## src/rtl/uart_pkg.sv

```systemverilog
// uart_pkg: state encoding and bit-timing constants shared by uart_rx and uart_tx.
// Pure declarations: no latency and no backpressure.
package uart_pkg;

  typedef enum logic [2:0] {
    IDLE,
    START,
    DATA,
    PARITY,
    STOP
  } uart_state_t;

  localparam int BIT_CYCLES   = 27;
  localparam int SAMPLE_POINT = 13;
  localparam int CNT_W        = $clog2(BIT_CYCLES);

  localparam logic [CNT_W-1:0] CNT_ONE    = CNT_W'(1);
  localparam logic [CNT_W-1:0] CNT_SAMPLE = CNT_W'(SAMPLE_POINT);
  localparam logic [CNT_W-1:0] CNT_LAST   = CNT_W'(BIT_CYCLES - 1);

  // Expected parity: 0 = even, 1 = odd; returns 1 when the received bit disagrees.
  function automatic logic parity_mismatch(input logic [7:0] data,
                                           input logic       par,
                                           input logic       ptype);
    return ((^data) ^ par) != ptype;
  endfunction

endpackage

```

## src/rtl/uart_rx_sync.sv

```systemverilog
// uart_rx_sync: two-flop synchronizer for the asynchronous rx line, resets to idle-high.
// Latency 2 clk_3125 cycles; no backpressure.
module uart_rx_sync (
  input  logic clk_3125,
  input  logic rst_n,
  input  logic d,
  output logic q
);

  logic meta;

  always_ff @(posedge clk_3125) begin
    if (!rst_n) begin
      meta <= 1'b1;
      q    <= 1'b1;
    end else begin
      meta <= d;
      q    <= meta;
    end
  end

endmodule

```

## src/rtl/uart_rx.sv

```systemverilog
// uart_rx: start/8 data MSB-first/parity/stop receiver, 27 clocks per bit; UART_RX_PARITY_CHK_EN enables parity_err.
// rx_complete pulses ~3 cycles after the stop bit ends; no backpressure, each byte is a single-cycle pulse.
module uart_rx
  import uart_pkg::*;
(
  input  logic       clk_3125,
  input  logic       rst_n,
  input  logic       rx,
  input  logic       parity_type,
  output logic [7:0] rx_msg,
  output logic       rx_parity,
  output logic       rx_complete,
  output logic       parity_err
);

  logic             rx_s;
  uart_state_t      state;
  logic [CNT_W-1:0] cnt;
  logic [2:0]       bit_idx;
  logic [7:0]       sh;
  logic             par_bit;
  logic             armed;

  uart_rx_sync u_sync (
    .clk_3125 (clk_3125),
    .rst_n    (rst_n),
    .d        (rx),
    .q        (rx_s)
  );

  always_ff @(posedge clk_3125) begin
    if (!rst_n) begin
      state       <= IDLE;
      cnt         <= '0;
      bit_idx     <= '0;
      sh          <= '0;
      par_bit     <= 1'b0;
      armed       <= 1'b0;
      rx_msg      <= '0;
      rx_parity   <= 1'b0;
      rx_complete <= 1'b0;
`ifdef UART_RX_PARITY_CHK_EN
      parity_err  <= 1'b0;
`endif
    end else begin
      rx_complete <= 1'b0;
      unique case (state)
        IDLE: begin
          cnt <= '0;
          // The detection cycle counts as tick 0 of the start bit, so START begins at 1.
          if (armed && !rx_s) begin
            state   <= START;
            cnt     <= CNT_ONE;
            bit_idx <= '0;
            armed   <= 1'b0;
          end else if (rx_s) begin
            armed <= 1'b1;
          end
        end

        START: begin
          if (cnt == CNT_SAMPLE && rx_s) begin
            state <= IDLE;
            cnt   <= '0;
            armed <= 1'b0;
          end else if (cnt == CNT_LAST) begin
            state <= DATA;
            cnt   <= '0;
          end else begin
            cnt <= cnt + 1'b1;
          end
        end

        DATA: begin
          if (cnt == CNT_SAMPLE) sh <= {sh[6:0], rx_s};
          if (cnt == CNT_LAST) begin
            cnt     <= '0;
            bit_idx <= bit_idx + 3'd1;
            if (bit_idx == 3'd7) state <= PARITY;
          end else begin
            cnt <= cnt + 1'b1;
          end
        end

        PARITY: begin
          if (cnt == CNT_SAMPLE) par_bit <= rx_s;
          if (cnt == CNT_LAST) begin
            state <= STOP;
            cnt   <= '0;
          end else begin
            cnt <= cnt + 1'b1;
          end
        end

        STOP: begin
          // A low stop bit is a framing error: drop the byte and wait for the line to idle.
          if (cnt == CNT_SAMPLE && !rx_s) begin
            state <= IDLE;
            cnt   <= '0;
            armed <= 1'b0;
          end else if (cnt == CNT_LAST) begin
            state       <= IDLE;
            cnt         <= '0;
            armed       <= 1'b1;
            rx_msg      <= sh;
            rx_parity   <= par_bit;
            rx_complete <= 1'b1;
`ifdef UART_RX_PARITY_CHK_EN
            parity_err  <= parity_mismatch(sh, par_bit, parity_type);
`endif
          end else begin
            cnt <= cnt + 1'b1;
          end
        end

        default: begin
          state <= IDLE;
          cnt   <= '0;
          armed <= 1'b0;
        end
      endcase
    end
  end

`ifndef UART_RX_PARITY_CHK_EN
  logic unused_parity_type;
  assign unused_parity_type = parity_type;
  assign parity_err         = 1'b0;
`endif

endmodule

```

## config.mk

```make
export PLATFORM = sky130hd
export DESIGN_NAME = uart_rx
export DESIGN_NICKNAME = d
export VERILOG_FILES = /design/src/rtl/uart_pkg.sv /design/src/rtl/uart_rx_sync.sv /design/src/rtl/uart_rx.sv
export SDC_FILE = /design/constraint.sdc
export NUM_CORES = 1
export LEC_CHECK = 0
export ABC_AREA = 1
export BUFFER_PORTS_ARGS = -buffer_cell sky130_fd_sc_hd__buf_2
export CORE_ASPECT_RATIO = 1.5
export CORE_MARGIN = 3
export CORE_UTILIZATION = 51
export DETAILED_ROUTE_END_ITERATION = 10
export PLACE_DENSITY = 0.73
export SETUP_SLACK_MARGIN = 0.4
export SLEW_MARGIN = 5
export SYNTH_ARGS = -nofsm -noshare
export SYNTH_HDL_FRONTEND = slang
export SYNTH_SLANG_ARGS = --single-unit
```

## constraint.sdc

```tcl
create_clock -name clk_3125 -period 1.3 [get_ports clk_3125]
set_clock_uncertainty 0.1 [all_clocks]
set_input_delay 0.26 -clock clk_3125 [delete_from_list [all_inputs] [get_ports clk_3125]]
set_output_delay 0.26 -clock clk_3125 [all_outputs]
set_load 0.03 [all_outputs]
```

==> qor.csv <==
metric;value;unit
clock power share;19.9;%
leak pwr;0.9281;nW
combinational power share;38.0;%
remaining number of nets flagged by the antenna check after routing;0;
die footprint;3456;um2
Final Hold Slack;-0.01102;ns
switching power;1.063;mW
deepest clock path buffer count;2;
sequential-to-total area share from yosys stat;46.68;%
critical hold path startpoint;rx;
drt initial violations;31;
top_reg_cell synth;dfxtp_1;
finished layout cell area;1954;um2
layout-stage area growth over the synthesis result;38.11;%
most instantiated cells after synthesis;47 x nor2_1, 33 x dfxtp_1, 16 x nand2_1, 12 x inv_1, 12 x o21ai_0;
total gr overflow;0;
aggregate negative setup slack;-3.589;ns
worst vdd ir;1309;uV
Num Clock Sinks;33;
most crowded layer after global routing;met2;
share of synthesized cell area in full adder, half adder and majority cells;4.421;%
failing checks;negative hold slack, negative setup slack;
largest fanout of any net on the critical path;4;
Net count, final;235;
synthesized area per cell;7.691;um2
sequential power share;42.1;%
half-perimeter wire length of the detailed placement result;2.197;mm
kind of path behind the tightest hold check;input port to register;
FF-to-FF Start;cnt[1];
number of detailed-routing iterations run before antenna repair;4;
setup violators final;31;
min setup slack post-route;-0.2202;ns
source-to-sink clock delay at the later pin of the worst-skew pair;0.34;ns
routed wire length;3.294;mm
gp weighted congestion;0.8096;
wire length of the first global-routing pass;5.292;mm
post-DR vias/cell;5.228;
most used standard cell by instance count after synthesis;nor2_1;
portion of synthesized cell area occupied by the leading cell type;46.68;%
total nets after synthesis;193;
Layout fillers;203;
multiplexer area fraction after synthesis;0;%
fraction of the mapped netlist area in compound gates;12.02;%
post-synthesis simple-gate area fraction;28.21;%
total internal power;1.748;mW
proportion of total power due to net switching;37.81;%
placed cell area;1705;um2
DRC violation count after routing;0;
maximum level of the CTS H-tree;2;
share of the synthesized netlist area taken by xor and xnor gates;1.857;%
final total power;2.811;mW
largest cells by area after synthesis;dfxtp_1 47%, nor2_1 12%, ha_1 4.4%;
kind of end point of the critical path;register;
Max Cap Viol;0;
Global Route met3 Usage;6.610;%
count of endpoints failing hold in the final timing report;1;
antenna violations before repair;0;
largest net degree at the start of global routing;25;
starting utilization of the core area;55.28;%
post-synthesis cell count;184;
IO Port Bufs;12;
utilization after layout;76.34;%
worst setup path endpoint;state[1];
clock transition at the registers of the reported paths;0.11;ns
launch point of the worst path;cnt[1];
required time of the critical path;1.44;ns
path type of the worst setup path;register to register;
Tcrit/Tclk final;116.9;%
cell chosen for the clock root;clkbuf_4;
met2 usage;38.28;%
via count of the first global-routing pass;1274;
Yosys top cell by area;dfxtp_1;
kind of launch point of the worst setup path;register;
end of the worst register-to-register path;state[1];
non-filler cells, final;263;
chip width;49.01;um
setup repair after global routing missed its margin;true;
number of distinct library cell variants in the gate-level netlist after synthesis;26;
TritonCTS Buffers;5;
dominant combinational cell family by area after synthesis;simple AND/OR/NAND/NOR gates;
total core area;2560;um2
vias post-DR;1375;
netlist area before placement;1415;um2
Power Density;1438;nW/um2
instance count after placement with tap cells included;249;
cell with the largest stage delay on the worst path;dfxtp_4;
global routing usage summed across all routing layers;20.51;%
number of flops mapped to enable cells by yosys;0;
data arrival time of the critical path;1.66;ns
CP max stage delay;0.36;ns
final count of pins violating max slew;0;
worst hold path stage count;2;
dpl ws;-0.1782;ns
r2r setup slk;-0.22;ns
final antenna diode count;0;
count of boundary I/O pins;15;
Peak Freq;657.8;MHz
count of warnings emitted by yosys;0;
register bit total from synthesis;33;
list of cells traversed by the critical path;buf_4 > ha_4 > nand4_4 > inv_2 > o21ai_1 > nand2_2 > nand2_2 > nand2_1 > nand2_1 > nor2_1;
outcome;finished with violations;
fraction of layout cells with a size suffix above 1;41.85;%
Register-to-Register Path Depth;10;
average detailed-routed wire length per instance;12.52;um
TritonCTS clock tree;done;
vertical extent of the die;70.52;um
GRT met1 Usage;17.73;%
async set-reset flop share out of synthesis;0;%
Final min period;1.520;ns
number of rows created at floorplan;22;
-- placed cells by master, fill, tap and decap left out, types with 5 or more instances in the layout --
cell      instances
nor2_1           46
buf_4            25
dfxtp_1          19
dfxtp_2          13
nand2_1          12
o21ai_1          12
buf_6            12
o21ai_0          10
inv_1             9
inv_2             9
nand2_2           6
nand3_1           6
nor2_4            5
a21oi_1           5
clkbuf_4          5
-- registers in the layout (all words and copies together) (netlist names) --
signal,cells
u_sync.q,1
state,3
rx_parity,1
sh,8
u_sync.meta,1
bit_idx,3
cnt,5
rx_msg,8
par_bit,1
armed,1
rx_complete,1
-- power groups by stage --
| stage | combinational [mW] | clock, mW | sequential, mW |
|---|---|---|---|
| 2_1_floorplan | 0.611 | 0 | 1.18 |
| 3_3_place_gp | 0.869 | 0 | 1.19 |
| 3_5_place_dp | 0.903 | 0 | 1.19 |
| 4_1_cts | 0.972 | 0.569 | 1.17 |
| 5_1_grt | 1.17 | 0.610 | 1.19 |
| 6_report | 1.07 | 0.558 | 1.18 |
-- per-layer routing --
metal / share of wire, % / wire length [um]
met1: 37 / 1233
met2: 53 / 1761
met3: 4.8 / 159
met4: 4.2 / 139
met5: 0 / 0
-- worst min path at each step --
stage,to,slack [ns]
final,u_sync.meta,-0.01
after global routing,u_sync.meta,-0.01
after CTS,u_sync.meta,-0.02
after detailed placement,u_sync.q,0.30
after global placement,u_sync.q,0.30
after floorplan,u_sync.meta,0.27
-- final cells by class --
| type | count | area [um2] | area share, % |
|---|---|---|---|
| clock buffers | 6 | 41.29 | 2.113 |
| well taps | 36 | 45.04 | 2.305 |
| clock inverters | 2 | 10.01 | 0.5122 |
| multi-input cells | 128 | 765.7 | 39.18 |
| inverters | 19 | 78.83 | 4.033 |
| flip-flops and latches | 33 | 680.7 | 34.83 |
| repair buffers | 39 | 332.8 | 17.03 |
-- worst max-delay path, delay by kind of cell (launching register included) --
family | cells | cell delay (ns)
and+or+nand+nor | 6 | 0.45
buffers and inverters | 2 | 0.21
adders and majority gates | 1 | 0.16
AOI/OAI and AO/OA | 1 | 0.15
DFF | 1 | 0.36
-- timing repair --
item / in CTS / in global routing
buffers inserted: 6 / 0
endpoints found under the setup margin: 41 / 41
pin swaps: 6 / 1
endpoints found under the hold margin: 1 / 1
resized for setup: 41 / 9
-- cell families after synthesis --
family	Yosys count
compound gates	32
fa+ha+maj	5
other cells	1
buf+inv	23
flops	33
xor+xnor	3
simple gates	87
No activity file was read; power rests on OpenSTA's default activity.
